===== src/rtl/pdpu_pkg.sv =====
// ============================================================================
// Module      : pdpu_pkg
// Description : Shared types and helpers for the PDPU datapath blocks.
// Revision    : 1.0 - initial release
// ============================================================================
`default_nettype none

package pdpu_pkg;

    typedef enum logic [1:0] {
        IDLE = 2'b00,
        BUSY = 2'b01,
        DONE = 2'b10
    } csa_res_state_e;

    function automatic int unsigned csa_num_chunks(input int unsigned width,
                                                   input int unsigned chunk);
        return width / chunk;
    endfunction

    // A single-chunk resolver still needs a 1-bit index register.
    function automatic int unsigned csa_idx_width(input int unsigned width,
                                                  input int unsigned chunk);
        int unsigned n;
        n = width / chunk;
        return (n > 1) ? $clog2(n) : 1;
    endfunction

endpackage : pdpu_pkg

`default_nettype wire


===== src/rtl/csa_resolver_seq_cpa_chunk.sv =====
// ============================================================================
// Module      : fulladder / cpa_chunk
// Description : Ripple carry-propagate adder slice used by csa_resolver_seq.
// Revision    : 1.0 - initial release
// ============================================================================
`default_nettype none

module fulladder (
    input  logic i_a,
    input  logic i_b,
    input  logic i_ci,
    output logic o_s,
    output logic o_co
);
    assign o_s  = i_a ^ i_b ^ i_ci;
    assign o_co = (i_a & i_b) | (i_ci & (i_a ^ i_b));
endmodule : fulladder

module cpa_chunk #(
    parameter int unsigned WIDTH = 4
) (
    input  logic [WIDTH-1:0] i_a,
    input  logic [WIDTH-1:0] i_b,
    input  logic             i_ci,
    output logic [WIDTH-1:0] o_s,
    output logic             o_co
);
    logic [WIDTH:0] w_c;

    assign w_c[0] = i_ci;
    assign o_co   = w_c[WIDTH];

    for (genvar g = 0; g < WIDTH; g++) begin : g_bit
        fulladder u_fa (
            .i_a  (i_a[g]),
            .i_b  (i_b[g]),
            .i_ci (w_c[g]),
            .o_s  (o_s[g]),
            .o_co (w_c[g+1])
        );
    end
endmodule : cpa_chunk

`default_nettype wire


===== src/rtl/csa_resolver_seq.sv =====
// ============================================================================
// Module      : csa_resolver_seq
// Description : Sequential CHUNK-bit-per-cycle resolver of a carry-save pair.
// Revision    : 1.0 - initial release
// ============================================================================
`default_nettype none

module csa_resolver_seq
    import pdpu_pkg::*;
#(
    parameter int unsigned WIDTH = 16,
    parameter int unsigned CHUNK = 4
) (
    input  logic             clk_i,
    input  logic             rst_ni,
    input  logic             flush_i,
    input  logic             in_valid_i,
    output logic             in_ready_o,
    input  logic [WIDTH-1:0] sum_i,
    input  logic [WIDTH-1:0] carry_i,
    output logic             out_valid_o,
    input  logic             out_ready_i,
    output logic [WIDTH-1:0] result_o,
    output logic             cout_o
);
    localparam int unsigned NUM_CHUNKS = csa_num_chunks(WIDTH, CHUNK);
    localparam int unsigned IDXW       = csa_idx_width(WIDTH, CHUNK);
    localparam logic [IDXW-1:0] c_last_idx = IDXW'(NUM_CHUNKS - 1);

    if (WIDTH % CHUNK != 0) begin : g_bad_chunk
        $error("csa_resolver_seq: WIDTH must be a multiple of CHUNK");
    end

    csa_res_state_e   r_state;
    csa_res_state_e   w_state_nxt;
    logic             w_accept;

    logic [WIDTH-1:0] r_sum;
    logic [WIDTH-1:0] r_carry;
    logic [WIDTH-1:0] r_result;
    logic             r_cout;
    logic             r_cy;
    logic [IDXW-1:0]  r_idx;

    logic [CHUNK-1:0] w_op_a;
    logic [CHUNK-1:0] w_op_b;
    logic [CHUNK-1:0] w_chunk_s;
    logic             w_chunk_co;

    always_ff @(posedge clk_i or negedge rst_ni) begin
        if (!rst_ni) begin
            r_state <= IDLE;
        end else begin
            r_state <= w_state_nxt;
        end
    end

    always_comb begin
        w_state_nxt = r_state;
        in_ready_o  = 1'b0;
        out_valid_o = 1'b0;
        w_accept    = 1'b0;
        case (r_state)
            IDLE: begin
                in_ready_o = 1'b1;
                if (in_valid_i) begin
                    w_accept    = 1'b1;
                    w_state_nxt = BUSY;
                end
            end
            BUSY: begin
                if (r_idx == c_last_idx) begin
                    w_state_nxt = DONE;
                end
            end
            DONE: begin
                out_valid_o = 1'b1;
                if (out_ready_i) begin
                    w_state_nxt = IDLE;
                end
            end
            default: w_state_nxt = IDLE;
        endcase
        // Flush overrides everything, including a handshake in this cycle.
        if (flush_i) begin
            w_state_nxt = IDLE;
            w_accept    = 1'b0;
        end
    end

    always_comb begin
        w_op_a = '0;
        w_op_b = '0;
        for (int k = 0; k < int'(NUM_CHUNKS); k++) begin
            if (r_idx == IDXW'(k)) begin
                w_op_a = r_sum[k*CHUNK +: CHUNK];
                w_op_b = r_carry[k*CHUNK +: CHUNK];
            end
        end
    end

    cpa_chunk #(
        .WIDTH (CHUNK)
    ) u_cpa_chunk (
        .i_a  (w_op_a),
        .i_b  (w_op_b),
        .i_ci (r_cy),
        .o_s  (w_chunk_s),
        .o_co (w_chunk_co)
    );

    always_ff @(posedge clk_i or negedge rst_ni) begin
        if (!rst_ni) begin
            r_sum    <= '0;
            r_carry  <= '0;
            r_result <= '0;
            r_cout   <= 1'b0;
            r_cy     <= 1'b0;
            r_idx    <= '0;
        end else if (flush_i) begin
            r_idx <= '0;
            r_cy  <= 1'b0;
        end else if (w_accept) begin
            r_sum   <= sum_i;
            r_carry <= carry_i;
            r_idx   <= '0;
            r_cy    <= 1'b0;
        end else if (r_state == BUSY) begin
            for (int k = 0; k < int'(NUM_CHUNKS); k++) begin
                if (r_idx == IDXW'(k)) begin
                    r_result[k*CHUNK +: CHUNK] <= w_chunk_s;
                end
            end
            r_cy <= w_chunk_co;
            if (r_idx == c_last_idx) begin
                r_idx  <= '0;
                r_cout <= w_chunk_co;
            end else begin
                r_idx <= r_idx + 1'b1;
            end
        end
    end

    assign result_o = r_result;
    assign cout_o   = r_cout;

endmodule : csa_resolver_seq

`default_nettype wire

===== config.mk =====
export PLATFORM = sky130hd
export DESIGN_NAME = csa_resolver_seq
export DESIGN_NICKNAME = d
export VERILOG_FILES = /design/src/rtl/pdpu_pkg.sv /design/src/rtl/csa_resolver_seq_cpa_chunk.sv /design/src/rtl/csa_resolver_seq.sv
export SDC_FILE = /design/constraint.sdc
export NUM_CORES = 1
export LEC_CHECK = 0
export CORE_ASPECT_RATIO = 2
export CORE_MARGIN = 4
export CORE_UTILIZATION = 54
export CTS_CLUSTER_DIAMETER = 100
export DETAILED_ROUTE_END_ITERATION = 16
export PLACE_DENSITY = 0.87
export SLEW_MARGIN = 10
export SYNTH_ARGS = -nofsm -noshare
export SYNTH_HDL_FRONTEND = slang
export SYNTH_HIERARCHICAL = 1
export SYNTH_SLANG_ARGS = --single-unit

===== constraint.sdc =====
create_clock -name clk_i -period 4.75 [get_ports clk_i]
set_input_delay 0.95 -clock clk_i [delete_from_list [all_inputs] [get_ports clk_i]]
set_output_delay 0.95 -clock clk_i [all_outputs]
set_load 0.01 [all_outputs]

==> impl_metrics.tcl, run 1 <==
set metrics [dict create \
    vias 1640 \
    p_leak_nw 1.35 \
    synth_nets 226 \
    gr-total-overflow 0 \
    setup_viol 0 \
    synth_top_cell_by_area "dfrtp_1" \
    numCtsBuffers 5 \
    vias_per_cell 5.62 \
    post-cts-setup-buffer-count 0 \
    htree_levels 2 \
    fin_crit_sh_pct 74.4 \
    crit_type "reg2reg" \
    worstPathRequired_ns 4.95 \
    core_um2 4420 \
    setup-tns-final_ns 0 \
    die_h_um 105 \
    vdd_drop_max_mv 0.375 \
    io-pin-count 56 \
    dpl.hpwl_mm 4.06 \
    rows 34 \
    dr.first_iter.drc_count 60 \
    synthCells 181 \
    ctsResizeCount 0 \
    synth_warnings 6 \
    p_per_area_nw_per_um2 401 \
    setup_slack_ns 1.22 \
    cts_tree "yes" \
    synthToLayoutAreaGrowth_pct 26.9 \
    relSlewSlack_pct 56.7 \
    wirelength_mm 5.24 \
    cts_buffer_depth 2 \
    ys_top_cells_by_area "dfrtp_1, mux2_2, fa_1" \
    netlist_area_um2 2520 \
    fin_skew_ns 0.0104 \
    wl_per_cell_um 17.9 \
    crit_path_start_kind "flop" \
    finalNetCount 282 \
    cap_violations 0 \
    hold_ws_ns 0.513 \
    yosysUniqueCellTypes 29 \
    total_power_mw 1.28 \
    grt_start_max_net_pins 55 \
    io_buffers 55 \
    grt_pass1_vias 1785 \
    clock_latency_ns 0.31 \
    drive_above_1_share_pct 28.6 \
    fp.dieArea_um2 5880 \
    worst_pin_slew_ns 0.650 \
    status "finished clean" \
    gp_congestion 0.860 \
    fillers 322 \
    grt_usage_pct 18.5 \
    numClockSinks 54 \
    rsz0062_at_grt "false" \
    root_buffer "clkbuf_8" \
    ant_nets 0 \
    seqCellArea_um2 1350 \
    n_antenna_cell 0 \
    fin_crit_ns 3.53 \
    fmax_ghz 0.283 \
    ctsHoldBuffers 0 \
    maxSlewViolCount 0 \
    grt_pass1_wl_mm 8.31 \
    multi_input_area_um2 1090 \
    antenna_found_initial 0 \
    worstSetupEndpointType "flop" \
    drcViolationCount 0 \
    finish.utilization_pct 72.1 \
    ys_seq_elements 54 \
    cts.clk_slew.worst_paths_ns 0.10 \
    pre_cts_ws_ns 1.28 \
    first_pass_iters 5 \
    die_w_um 56.3 \
    avgSynthCellArea_um2 13.9 \
    ys_seq_area_share_pct 53.7 \
    start_util_pct 56.9 \
    critPathArrivalTime_ns 3.73 \
    hold_viol_final 0 \
    synth_top_area_share_pct 53.7 \
    crit_fanout 8 \
    min_path_type "reg2reg" \
]
## report_power, final
| part | total (mW) | leakage (nW) | switching, mW | internal (mW) |
|---|---|---|---|---|
| sequential | 0.620 | 0.667 | 0.0625 | 0.558 |
| combinational | 0.383 | 0.628 | 0.158 | 0.225 |
| clock | 0.278 | 0.0544 | 0.144 | 0.134 |
## cell type report
type / count / area share (%)
timing repair buffer: 57 / 17.6
tap: 54 / 2.12
sequential: 54 / 42.3
inverter: 4 / 0.470
clock inverter: 1 / 0.274
clock buffer: 7 / 3.02
multi-input combinational: 115 / 34.2
## path summary, 6_finish.rpt
| path | start | to | slack [ns] | depth (start not counted) |
|---|---|---|---|---|
| max | r_idx[0] | result_o[11] | 1.22 | 9 |
| min | result_o[9] | result_o[9] | 0.51 | 1 |
| max reg2reg | r_idx[0] | result_o[11] | 1.22 | 9 |
| min reg2reg | result_o[9] | result_o[9] | 0.51 | 1 |
| max in group asynchronous | rst_ni | r_idx[1] | 3.57 | 2 |
| min in group asynchronous | rst_ni | r_carry[9] | 0.74 | 2 |
## synthesized netlist by cell type
| cell type | number |
|---|---|
| and2b_1 | 1 |
| mux2_4 | 2 |
| or3b_2 | 1 |
| nor2b_1 | 1 |
| buf_2 | 1 |
| nand3b_1 | 8 |
| ha_1 | 4 |
| nand3_1 | 1 |
| nor3_4 | 2 |
| a21oi_1 | 1 |
| inv_1 | 4 |
| a22oi_1 | 3 |
| nand2b_4 | 2 |
| nand2_1 | 11 |
| dfrtp_1 | 54 |
| mux2_2 | 47 |
| nor3b_4 | 2 |
| o21ai_0 | 1 |
| a211oi_1 | 1 |
| nand2b_1 | 1 |
| buf_6 | 3 |
| a31oi_1 | 8 |
| o22ai_1 | 7 |
| nor2_1 | 5 |
| o21bai_1 | 1 |
| buf_4 | 1 |
| clkbuf_1 | 3 |
| nor3_2 | 1 |
| fa_1 | 4 |
## flip-flops by register name, indices dropped and copies added (netlist names)
name,flops
r_sum,16
r_state,2
cout_o,1
r_carry,16
r_idx,2
result_o,16
r_cy,1
## per-layer routing
layer	part of all wire [%]	GRT usage [%]
met2	58	35.3
met4	4.6	10.5
met5	0	0
met1	33	17.7
met3	4.0	3.21
## kinds of logic after synthesis
group                    share of synthesized area (%)
flip-flops                                        53.7
AO/OA/AOI/OAI                                     5.62
multiplexers                                      22.2
buffers and inverters                             2.88
AND/OR/NAND/NOR                                   10.4
adder cells (fa/ha/maj)                           5.17
## critical path: stages (launching register included)
cell,delay (ns)
dfrtp_1,0.42
inv_1,0.10
ha_1,0.25
nor2_1,0.41
a31oi_1,0.19
fa_1,0.46
fa_1,0.40
fa_1,0.40
fa_1,0.50
mux2_2,0.29
## per-stage QoR
step	std cells	area, µm²
6_report	292	3190
2_1_floorplan	181	2520
3_5_place_dp	284	3090
5_1_grt	292	3190
3_3_place_gp	284	3090
4_1_cts	292	3190
## cell usage in the layout (no fill, tap or decap), types with 2 or more instances in the layout
cell type         n
dfrtp_1          54
clkdlybuf4s50_1  54
mux2_2           47
nand2_1          11
nand3b_1          8
a31oi_1           8
o22ai_1           7
clkbuf_8          7
nor2_1            5
inv_1             4
ha_1              4
fa_1              4
a22oi_1           3
nand2b_4          2
nor3_4            2
nor3b_4           2
mux2_4            2
buf_4             2
No activity file was read; power rests on OpenSTA's default activity.
==> run 2: changes to the inputs <==
--- a/config.mk
+++ b/config.mk
@@ -7,10 +7,10 @@
 export LEC_CHECK = 0
 export CORE_ASPECT_RATIO = 2
 export CORE_MARGIN = 4
-export CORE_UTILIZATION = 54
+export CORE_UTILIZATION = 50
 export CTS_CLUSTER_DIAMETER = 100
 export DETAILED_ROUTE_END_ITERATION = 16
-export PLACE_DENSITY = 0.87
+export PLACE_DENSITY = 0.81
 export SLEW_MARGIN = 10
 export SYNTH_ARGS = -nofsm -noshare
 export SYNTH_HDL_FRONTEND = slang
==> constraint.sdc (replaced) <==
create_clock -name clk_i -period 3.5 [get_ports clk_i]
set_input_delay 0.7 -clock clk_i [delete_from_list [all_inputs] [get_ports clk_i]]
set_output_delay 0.7 -clock clk_i [all_outputs]
set_load 0.01 [all_outputs]
==> impl_metrics.tcl, run 2 (same netlist as run 1, synthesis figures left out) <==
set metrics [dict create \
    ctsHoldBuffers 0 \
    core_um2 4860 \
    start_util_pct 51.7 \
    antenna_found_initial 0 \
    fin_crit_ns 3.26 \
    crit_path_start_kind "flop" \
    status "finished clean" \
    cts.clk_slew.worst_paths_ns 0.10 \
    fin_skew_ns 0.00629 \
    rrSetupSlack_ns 0.24 \
    wl_per_cell_um 17.8 \
    rsz0062_at_grt "false" \
    crit_family "adder cells" \
    min_path_type "in2async" \
    fp.dieArea_um2 6300 \
    ctsResizeCount 0 \
    wirelength_mm 5.35 \
    drcViolationCount 0 \
    post-cts-setup-buffer-count 0 \
    first_pass_iters 6 \
    hold_viol_final 0 \
    vias_per_cell 5.51 \
    critical_path.cell_chain "ha_1 > nand2b_1 > o22ai_1 > a31oi_1 > fa_1 > fa_1 > fa_1 > fa_1 > mux2_2" \
    cp.depth 9 \
    p_per_area_nw_per_um2 536 \
    gp_congestion 0.956 \
    htree_levels 2 \
    place_area_um2 3130 \
    path_common_cell "fa_1" \
    setup_viol 0 \
    cts_tree "yes" \
    numClockSinks 54 \
    gr-total-overflow 0 \
    drive_above_1_share_pct 30.0 \
    critPathBufInv 0 \
    rows 36 \
    grt_start_max_net_pins 31 \
    design_area_um2 3230 \
    slowest_stage "fa_1" \
    worstSetupEndpointType "flop" \
    grt_pass1_vias 1704 \
    pre_cts_ws_ns 0.248 \
    die_w_um 58.2 \
    cap_violations 0 \
    slowest_delay_ns 0.50 \
    maxSlewViolCount 0 \
    reg2reg_depth 9 \
    grt_usage_pct 18.4 \
    fillers 367 \
    setup-tns-final_ns 0 \
    worstPathRequired_ns 3.70 \
    final_cell_mix "dfrtp_1, clkdlybuf4s50_1, mux2_2, nand2_1" \
    vdd_drop_max_mv 0.418 \
    io_buffers 55 \
    vias 1654 \
    dpl.hpwl_mm 4.25 \
    finish.utilization_pct 66.3 \
    n_antenna_cell 0 \
    relSlewSlack_pct 60.0 \
    crit_path_start "r_idx[0]" \
    io-pin-count 56 \
    grt_pass1_wl_mm 8.54 \
    clock_latency_ns 0.30 \
    ant_nets 0 \
    numCtsBuffers 5 \
    crit_fanout 5 \
    total_power_mw 1.73 \
    crit_end "result_o[3]" \
    fmax_ghz 0.306 \
    cts_buffer_depth 2 \
    finalNetCount 287 \
    setup_slack_ns 0.236 \
    critPathArrivalTime_ns 3.46 \
    die_h_um 108 \
    crit_type "reg2reg" \
    fin_crit_sh_pct 93.3 \
    dr.first_iter.drc_count 46 \
    r2r_start "r_idx[0]" \
    worst_pin_slew_ns 0.600 \
    root_buffer "clkbuf_8" \
    p_leak_nw 1.37 \
    synthToLayoutAreaGrowth_pct 28.2 \
    r2r-end "result_o[3]" \
]
## run 2: cell types whose count changed in the layout (fill, tap and decap cells not counted)
cell        delta
buf_4          +5
clkbuf_8       -1
clkinv_4       -1
clkinvlp_4     +1
inv_6          +1
## run 2: metal layers
layer | vias up | routed length [µm] | GRT usage (%) | share of wire [%]
met1 | 826 | 1950 | 20.7 | 36
met3 | 7 | 221 | 2.15 | 4.1
met4 | 0 | 76 | 5.97 | 1.4
met5 | - | 0 | 0 | 0
li1 | 771 | - | - | -
met2 | 50 | 3100 | 34.8 | 58
## run 2: area by class of cell
class / instances / area [µm²] / area share [%]
clock buffer: 6 / 82.6 / 2.56
clock inverter: 2 / 16.3 / 0.504
inverter: 4 / 15.0 / 0.465
multi-input combinational: 115 / 1090 / 33.9
sequential: 54 / 1350 / 41.9
tap: 57 / 71.3 / 2.21
timing repair buffer: 62 / 598 / 18.5
## run 2: where the power goes
part | switching [mW] | internal (mW) | leakage (nW)
clock | 0.203 | 0.163 | 0.0478
combinational | 0.214 | 0.309 | 0.650
sequential | 0.0825 | 0.757 | 0.667
total | 0.499 | 1.23 | 1.37
## run 2: stage by stage
step / hold slack, ns / std cells
after floorplan: 0.404 / 181
after global placement: 0.486 / 292
after detailed placement: 0.490 / 292
after CTS: 0.405 / 300
after global routing: 0.441 / 300
final: 0.390 / 300
## run 2: worst min path at each step
stage / start / endpoint / slack (ns) / depth (start not counted)
final: rst_ni / r_sum[8] / 0.39 / 1
after global routing: rst_ni / r_sum[12] / 0.44 / 1
after CTS: rst_ni / r_sum[8] / 0.40 / 1
after detailed placement: r_sum[14] / r_sum[14] / 0.49 / 1
after global placement: r_sum[14] / r_sum[14] / 0.49 / 1
after floorplan: rst_ni / cout_o / 0.40 / 0
